$ cat src/rtl/conv_frame_writer.sv
// -----------------------------------------------------------------------------
// conv_frame_writer
//
// Consumer end of the convolution pixel stream. Pixel beats (in_valid == 2'b01)
// arrive in bottom-left to top-right raster order. Each accepted beat is tagged
// with its frame-buffer address (row*IMAGE_WIDTH + col) and buffered in a small
// first-word-fall-through FIFO. The FIFO drains into a frame-memory write port
// that may apply backpressure. frame_done pulses once the frame is fully written.
//
// Optional feature (compile-time macro CONV_WRITER_CHECKSUM_EN):
//   adds output checksum[15:0], a wrapping 16-bit sum of wr_data over every
//   write handshake. Cleared on reset and on the start that enters RUN.
//
// Ports:
//   clk         in   single clock, rising edge
//   rst         in   asynchronous active-low reset
//   start       in   one-cycle pulse, arms capture of one frame (IDLE only)
//   in_pixel    in   pixel data from the convolution stage
//   in_valid    in   beat code; only 2'b01 carries a pixel
//   wr_en       out  write request (FIFO non-empty)
//   wr_addr     out  write address (FIFO head, zero when empty)
//   wr_data     out  write data    (FIFO head, zero when empty)
//   wr_ready    in   frame memory accepts the write this cycle
//   busy        out  high in RUN or DRAIN
//   frame_done  out  one-cycle pulse at frame completion
//   overflow    out  sticky, a beat was dropped on a full FIFO
//   checksum    out  (CONV_WRITER_CHECKSUM_EN only) running write-data sum
// -----------------------------------------------------------------------------
module conv_frame_writer #(
    parameter int WORD_SIZE    = 8,
    parameter int IMAGE_WIDTH  = 540,
    parameter int IMAGE_HEIGHT = 360,
    parameter int FIFO_DEPTH   = 16,
    parameter int ADDR_WIDTH   = 18
) (
    input  logic                  clk,
    input  logic                  rst,
    input  logic                  start,
    input  logic [WORD_SIZE-1:0]  in_pixel,
    input  logic [1:0]            in_valid,
    output logic                  wr_en,
    output logic [ADDR_WIDTH-1:0] wr_addr,
    output logic [WORD_SIZE-1:0]  wr_data,
    input  logic                  wr_ready,
    output logic                  busy,
    output logic                  frame_done,
    output logic                  overflow
`ifdef CONV_WRITER_CHECKSUM_EN
    ,
    output logic [15:0]           checksum
`endif
);

    localparam int COL_W = (IMAGE_WIDTH  > 1) ? $clog2(IMAGE_WIDTH)  : 1;
    localparam int ROW_W = (IMAGE_HEIGHT > 1) ? $clog2(IMAGE_HEIGHT) : 1;
    localparam int PTR_W = $clog2(FIFO_DEPTH);
    localparam int CNT_W = $clog2(FIFO_DEPTH + 1);

    localparam logic [COL_W-1:0] COL_LAST = COL_W'(IMAGE_WIDTH - 1);
    localparam logic [ROW_W-1:0] ROW_LAST = ROW_W'(IMAGE_HEIGHT - 1);
    localparam logic [CNT_W-1:0] CNT_FULL = CNT_W'(FIFO_DEPTH);

    localparam logic [1:0] ST_IDLE  = 2'd0;
    localparam logic [1:0] ST_RUN   = 2'd1;
    localparam logic [1:0] ST_DRAIN = 2'd2;
    localparam logic [1:0] ST_DONE  = 2'd3;

    // ------------------------------------------------------------------
    // State
    // ------------------------------------------------------------------
    logic [1:0]       state_q,    state_d;
    logic [ROW_W-1:0] row_q,      row_d;
    logic [COL_W-1:0] col_q,      col_d;
    logic [PTR_W-1:0] wr_ptr_q,   wr_ptr_d;
    logic [PTR_W-1:0] rd_ptr_q,   rd_ptr_d;
    logic [CNT_W-1:0] count_q,    count_d;
    logic             overflow_q, overflow_d;
`ifdef CONV_WRITER_CHECKSUM_EN
    logic [15:0]      checksum_q, checksum_d;
`endif

    logic [ADDR_WIDTH-1:0] mem_addr [FIFO_DEPTH];
    logic [WORD_SIZE-1:0]  mem_data [FIFO_DEPTH];

    // ------------------------------------------------------------------
    // Beat qualification and FIFO handshakes
    // ------------------------------------------------------------------
    logic                  pixel_beat;
    logic                  fifo_full;
    logic                  fifo_empty;
    logic                  accept;
    logic                  pop;
    logic                  last_beat;
    logic [ADDR_WIDTH-1:0] beat_addr;
    logic [ADDR_WIDTH-1:0] head_addr;
    logic [WORD_SIZE-1:0]  head_data;

    assign pixel_beat = (in_valid == 2'b01);
    assign fifo_full  = (count_q == CNT_FULL);
    assign fifo_empty = (count_q == '0);
    // Fullness is judged on the registered count, so a beat arriving on a
    // full FIFO is dropped even if the head drains on the same edge.
    assign accept     = (state_q == ST_RUN) && pixel_beat && !fifo_full;
    assign pop        = !fifo_empty && wr_ready;
    assign last_beat  = (row_q == '0) && (col_q == COL_LAST);
    assign beat_addr  = ADDR_WIDTH'(row_q) * ADDR_WIDTH'(IMAGE_WIDTH) + ADDR_WIDTH'(col_q);
    assign head_addr  = mem_addr[rd_ptr_q];
    assign head_data  = mem_data[rd_ptr_q];

    // ------------------------------------------------------------------
    // FIFO pointer / occupancy next-state
    // ------------------------------------------------------------------
    always_comb begin
        // NOTE: every signal assigned in a combinational block gets a default
        // first, so no path through the block leaves it unassigned (no latch).
        wr_ptr_d = wr_ptr_q;
        rd_ptr_d = rd_ptr_q;
        count_d  = count_q;
        if (accept) wr_ptr_d = wr_ptr_q + PTR_W'(1);
        if (pop)    rd_ptr_d = rd_ptr_q + PTR_W'(1);
        unique case ({accept, pop})
            2'b10:   count_d = count_q + CNT_W'(1);
            2'b01:   count_d = count_q - CNT_W'(1);
            default: count_d = count_q;
        endcase
    end

    // ------------------------------------------------------------------
    // Frame control: FSM, raster counters, sticky overflow, checksum
    // ------------------------------------------------------------------
    always_comb begin
        state_d    = state_q;
        row_d      = row_q;
        col_d      = col_q;
        overflow_d = overflow_q;
`ifdef CONV_WRITER_CHECKSUM_EN
        checksum_d = checksum_q;
        if (pop) checksum_d = checksum_q + 16'(head_data);
`endif
        unique case (state_q)
            ST_IDLE: begin
                if (start) begin
                    state_d    = ST_RUN;
                    row_d      = ROW_LAST;
                    col_d      = '0;
                    overflow_d = 1'b0;
`ifdef CONV_WRITER_CHECKSUM_EN
                    checksum_d = '0;
`endif
                end
            end
            ST_RUN: begin
                if (pixel_beat && fifo_full) overflow_d = 1'b1;
                if (accept) begin
                    // Row decrements past 0 after the last beat; harmless,
                    // since the counters are reloaded by the next start.
                    if (col_q == COL_LAST) begin
                        col_d = '0;
                        row_d = row_q - ROW_W'(1);
                    end else begin
                        col_d = col_q + COL_W'(1);
                    end
                    if (last_beat) state_d = ST_DRAIN;
                end
            end
            ST_DRAIN: begin
                // Leave as soon as the final write handshakes, so frame_done
                // follows the last write by exactly one cycle.
                if (count_d == '0) state_d = ST_DONE;
            end
            default: begin
                state_d = ST_IDLE;
            end
        endcase
    end

    // ------------------------------------------------------------------
    // Control registers
    // ------------------------------------------------------------------
    always_ff @(posedge clk or negedge rst) begin
        // NOTE: sequential state uses non-blocking assignments so every flop
        // samples the pre-edge values, independent of statement order.
        if (!rst) begin
            state_q    <= ST_IDLE;
            row_q      <= ROW_LAST;
            col_q      <= '0;
            wr_ptr_q   <= '0;
            rd_ptr_q   <= '0;
            count_q    <= '0;
            overflow_q <= 1'b0;
`ifdef CONV_WRITER_CHECKSUM_EN
            checksum_q <= '0;
`endif
        end else begin
            state_q    <= state_d;
            row_q      <= row_d;
            col_q      <= col_d;
            wr_ptr_q   <= wr_ptr_d;
            rd_ptr_q   <= rd_ptr_d;
            count_q    <= count_d;
            overflow_q <= overflow_d;
`ifdef CONV_WRITER_CHECKSUM_EN
            checksum_q <= checksum_d;
`endif
        end
    end

    // ------------------------------------------------------------------
    // FIFO storage
    // ------------------------------------------------------------------
    // NOTE: storage has no reset; the pointers and count are reset instead,
    // and the outputs are gated to zero while the FIFO is empty, so stale
    // entries can never reach the write port.
    always_ff @(posedge clk) begin
        if (accept) begin
            mem_addr[wr_ptr_q] <= beat_addr;
            mem_data[wr_ptr_q] <= in_pixel;
        end
    end

    // ------------------------------------------------------------------
    // Outputs
    // ------------------------------------------------------------------
    assign wr_en      = !fifo_empty;
    assign wr_addr    = fifo_empty ? '0 : head_addr;
    assign wr_data    = fifo_empty ? '0 : head_data;
    assign busy       = (state_q == ST_RUN) || (state_q == ST_DRAIN);
    assign frame_done = (state_q == ST_DONE);
    assign overflow   = overflow_q;
`ifdef CONV_WRITER_CHECKSUM_EN
    assign checksum   = checksum_q;
`endif

endmodule

$ cat config.mk
export PLATFORM = sky130hd
export DESIGN_NAME = conv_frame_writer
export DESIGN_NICKNAME = d
export VERILOG_FILES = /design/src/rtl/conv_frame_writer.sv
export SDC_FILE = /design/constraint.sdc
export NUM_CORES = 1
export LEC_CHECK = 0
export CORE_MARGIN = 1
export CORE_UTILIZATION = 30
export CTS_BUF_LIST = sky130_fd_sc_hd__clkbuf_4 sky130_fd_sc_hd__clkbuf_8
export DETAILED_ROUTE_END_ITERATION = 8
export PLACE_DENSITY_LB_ADDON = 0.15
export SYNTH_ARGS = -nofsm -noshare
export SYNTH_HDL_FRONTEND = slang
export SYNTH_SLANG_ARGS = --single-unit
$ cat constraint.sdc
create_clock -name clk -period 5.1 [get_ports clk]
set_input_delay 1.02 -clock clk [delete_from_list [all_inputs] [get_ports clk]]
set_output_delay 1.02 -clock clk [all_outputs]
set_load 0.02 [all_outputs]
# Word level (Yosys, flattened, before mapping)
# Memories as Yosys holds them, arrays and structs flattened.
# Cells that the tools add are included.
# totals
reg_bits	35
mem_bits_rw	416
inputBits	14
elab_cells	69
memories	2
# memory_table
name	depth	word_bits	read_ports	rd_ports_with_merged_regs	wr	line_no	rtl
mem_addr	16	18	1	0	1	82	logic [ADDR_WIDTH-1:0] mem_addr [FIFO_DEPTH];
mem_data	16	8	1	0	1	83	logic [WORD_SIZE-1:0] mem_data [FIFO_DEPTH];
# classes
n_addsub	7
multipliers	1
eq_ne	14
muxes	21
n_reduce_logical	17
# op_table
cell	n
$mux 10	3
$mux 9	3
$pmux 10 s2	1
$add 18x10->18	1
$mux 18	1
$pmux 9 s2	1
$mul 9x8->16 const B	1
$add 10x1->10 const B	1
$eq 10x10->1 const B	1
$logic_not 5->1	2
$pmux 5 s2	1
$logic_not 9->1	1
$sub 9x1->9 const B	1
$add 4x1->4 const B	2
$mux 2	4
$mux 8	1
$ne 2x2->1 const B	4
$reduce_and 4->1	2
$eq 2x1->1 const B	3
$eq 2x2->1 const B	3
$pmux 2 s3	1
$reduce_and 3->1	2
$add 5x1->5 const B	1
$eq 5x5->1 const B	1
other kinds (9)	18

# Logic depth before layout (Yosys ltp)
# logic_depth
word_depth	8
mapped_depth	19

# Worst setup path after synthesis
# No wires, ideal clock.
# synth_path
path_type	flip-flop to flip-flop
from	register row_q[2]
to	memory mem_addr[0][14], data pin
setup_ns	0.289
t_arrival_ns	4.357
t_required_ns	4.811
slack_ns	0.454
path_stages_with_launch	20
period_less_slack_ns	4.646
path_cell_list	dfstp_2 -> inv_1 -> ha_1 -> ha_1 -> inv_1 -> fa_1 -> inv_1 -> ha_1 -> inv_1 -> fa_1 -> nor2b_1 -> o21a_1 -> nor2_1 -> xnor2_1 -> ha_1 -> a211o_1 -> o21ba_2 -> nor2b_1 -> nand2_1 -> xor2_1
# synth_between
elab_chain_len	2
# synth_rtl
item	line_no	rtl
from (decl)	72	logic [ROW_W-1:0] row_q, row_d;
from (signal assigned)	196	row_q <= row_d;
$mul 9x8->16	106	assign beat_addr = ADDR_WIDTH'(row_q) * ADDR_WIDTH'(IMAGE_WIDTH) + ADDR_WIDTH'(col_q);
$add 18x10->18	106	
via beat_addr[14]	94	logic [ADDR_WIDTH-1:0] beat_addr;
to (decl)	82	
# The timed path passes the listed nets, and every way through them passes these cells.

# Final worst setup path
# layout_path
from	register row_q[2]
to	memory mem_addr[0][12], data pin
# Same word-level chain as after synthesis.

==> impl_metrics.toml <==
[sta]
min_period_over_period = 0.937
finalCriticalPeriod_ns = 4.78
rsz0062_at_grt = "false"
clock_skew_ns = 0.0249
fmax_mhz = 209
worst_slew_pin_slew_ns = 1.18
slew_headroom = 0.207
setup_viol_count_final = 0
finalWorstSetupSlack_ns = 0.324
hold_viol_final = 0
finalMaxSlewViolations = 0

[critical_path]
crit_slowest_cell = "xnor2_2"
crit_chain = "inv_1 -> ha_1 -> ha_1 -> inv_1 -> fa_1 -> inv_1 -> ha_1 -> inv_1 -> fa_1 -> nor2b_1 -> o21a_1 -> nor2_1 -> xnor2_1 -> ha_1 -> a21oi_1 -> o21ba_2 -> nor2b_1 -> nand2_1 -> xnor2_2"
rrSetupSlack_ns = 0.32
ff2ff_path_depth = 19
rr_startpoint = "row_q[2]"
r2r_end = "mem_addr[0][12]"
worstSetupStartpointType = "flop"
arrival_ns = 5.12
startpoint = "row_q[2]"
cp-end-kind = "flop"
worstPathRequired_ns = 5.44
crit_path_max_incr_delay_ns = 0.59
worstPathMaxFanout = 16
crit_type = "flop to flop"

[status]
status = "complete, no violations"

[detailed_routing]
routed_wirelength_um = 46300
routedWlPerCell_um = 22.0
drc = 0
first_pass_iters = 5
drt_iter0_drc = 475
routed_via_density = 4.73
antenna_left = 0
vias = 9977

[cts]
cts_made_buffers = 80
clk_path_buf_depth = 3
ctsHtreeMaxLevel = 3
worst_skew_pair.late_latency_ns = 0.66
clockRootBuffer = "clkbuf_8"
cts_tree = "built"
cts_setup_buffers = 0
clk_pin_slew_ns = 0.06
cts_sinks = 451

[cells_and_area]
drive_gt1_frac = 0.283
diodes = 0
multiInputGateArea_sq_um = 5980
nets = 1291
layout_common_cells = "edfxtp_1, mux4_2, clkbuf_8"
seq_area_sq_um = 13400
finalNonFillerCells = 2110
syn_to_final_growth_pct = 17.7
layout_commonest_cell = "edfxtp_1"
fillerInstances = 6090

[synthesis]
synth_flop_cell = "edfxtp_1"
synth-async-reset-ratio = 0.0776
yosysWarnings = 0
netlist_area_sq_um = 19600
synth_area_leader_cell = "edfxtp_1"
synth.distinct_cells = 66
syn-num-nets = 1146
avgSynthCellArea_sq_um = 18.7
synth_top_cell_area_share = 0.636
synth_area_leaders = "edfxtp_1, mux4_2, ha_1"
ys_seq_area_frac = 0.681
synthCells = 1053
ys_seq_elements = 451
synth_edf_count = 416

[floorplanning]
fp.dieArea_sq_um = 66500
initial_core_util = 0.304
die_x_um = 258
io-pin-count = 44
fp.coreArea_sq_um = 64600
die_y_um = 258
rows = 93

[pwr]
peakVddDrop_v = 0.000258
power.leakage_nw = 7.92
powerDensity_nw_per_um2 = 493

[grt]
grt_pass1_vias = 10941
antenna_found_initial = 1
grt_pass1_wl_um = 70400
grtUsageTotal = 0.144
grt_overflow = 0
grt_max_degree = 46

[min_path]
hp-class = "input pin to asynchronous set/reset pin"

[run]
cap_viol_max_count = 0

[place]
portBuffers = 43
dpl.cell_count = 1971
pre_cts_ws_ns = -0.181
globalplace.congestion = 0.746
dp_hpwl_um = 26000
report_power, final:
part	internal [W]	switching, W
clock	0.00171	0.00149
sequential	0.00425	0.000346
combinational	0.00190	0.00169
cell families (layout without fill, tap and decap cells):
family                   Yosys count  count (layout)  share of synthesized area
XOR/XNOR                          40              40                     0.0178
adder cells (fa/ha/maj)           79              79                     0.0549
AO/OA/AOI/OAI                     84              84                     0.0295
multiplexers                     135             135                      0.152
buffers and inverters            106             308                     0.0215
AND/OR/NAND/NOR                  158             158                     0.0436
flip-flops                       451             451                      0.681
per-stage QoR:
| step | area, sq um | hold WS, ns | total power (W) | utilization | TNS (ns) |
|---|---|---|---|---|---|
| after global routing | 23100 | 0.523 | 0.0120 | 0.358 | 0 |
| final | 23100 | 0.475 | 0.0114 | 0.358 | 0 |
| after floorplan | 19600 | 0.505 | 0.00700 | - | 0 |
| after CTS | 23100 | 0.458 | 0.0116 | 0.358 | 0 |
| after global placement | 21600 | 0.563 | 0.00838 | 0.334 | -0.740 |
| after detailed placement | 21600 | 0.565 | 0.00837 | 0.334 | -5.84 |
worst max-delay path by stage:
stage	end	slack, ns	cells past startpoint
after floorplan	mem_addr[0][14]	0.45	19
after global placement	mem_addr[10][12]	-0.05	19
after detailed placement	mem_addr[10][12]	-0.18	19
after CTS	mem_addr[11][15]	0.02	20
after global routing	mem_addr[12][12]	0.02	19
final	mem_addr[0][12]	0.32	19
cells in the mapped netlist (2+ instances only):
master and number:
edfxtp_1 416, nand2_1 28, and2_1 33, nand2b_1 6, nor3_1 11, and3_1 9
clkbuf_1 21, o21a_1 2, a221oi_1 2, nor2_1 25, mux2i_1 3, nor4_2 2
nor4_1 4, xnor2_1 27, ha_1 67, xor2_1 13, nor3b_1 3, o21bai_1 4
a211oi_1 3, o41ai_1 2, nand3b_1 2, nand3_1 12, buf_1 10, a21oi_1 17
dfrtp_1 29, o31ai_1 4, nand4_1 9, inv_1 65, o211ai_1 2, buf_4 5
a211o_1 3, o21ai_0 17, dfstp_2 6, buf_2 4, mux4_2 130, fa_1 12
a21o_1 10, nor2b_1 7
layout make-up:
class,count,share of cell area
flip-flops and latches,451,0.579
clock buffers,104,0.0557
inverters,66,0.0107
multi-input cells,496,0.259
repair buffers,103,0.0400
well taps,855,0.0463
clock inverters,35,0.00980
sequential cells by signal (all words and copies together), names as in the netlist:
name,count
col_q,10
count_q,5
mem_addr,288
mem_data,128
overflow,1
rd_ptr_q,4
row_q,9
state_q,2
wr_ptr_q,4
metal layers:
layer / routed length, um / GRT usage / share of wire
met3: 1640 / 0.0270 / 0.035
met4: 854 / 0.0472 / 0.018
met5: 0 / 0 / 0
met2: 22900 / 0.239 / 0.50
met1: 20900 / 0.190 / 0.45
critical path, delay by kind of cell (launching register included):
kind,cells,cell delay (ns)
AND/OR/NAND/NOR,4,0.57
flip-flops,1,0.52
buffers and inverters,4,0.23
XOR/XNOR,2,0.71
adder cells (fa/ha/maj),6,1.94
AO/OA/AOI/OAI,3,0.47
timing repair:
action	in CTS	in global routing
hold buffers	0	0
setup endpoints to repair	79	16
hold endpoints to repair	0	0
pin swaps	0	0
gates resized for setup	5	1
No activity file was read; power rests on OpenSTA's default activity.
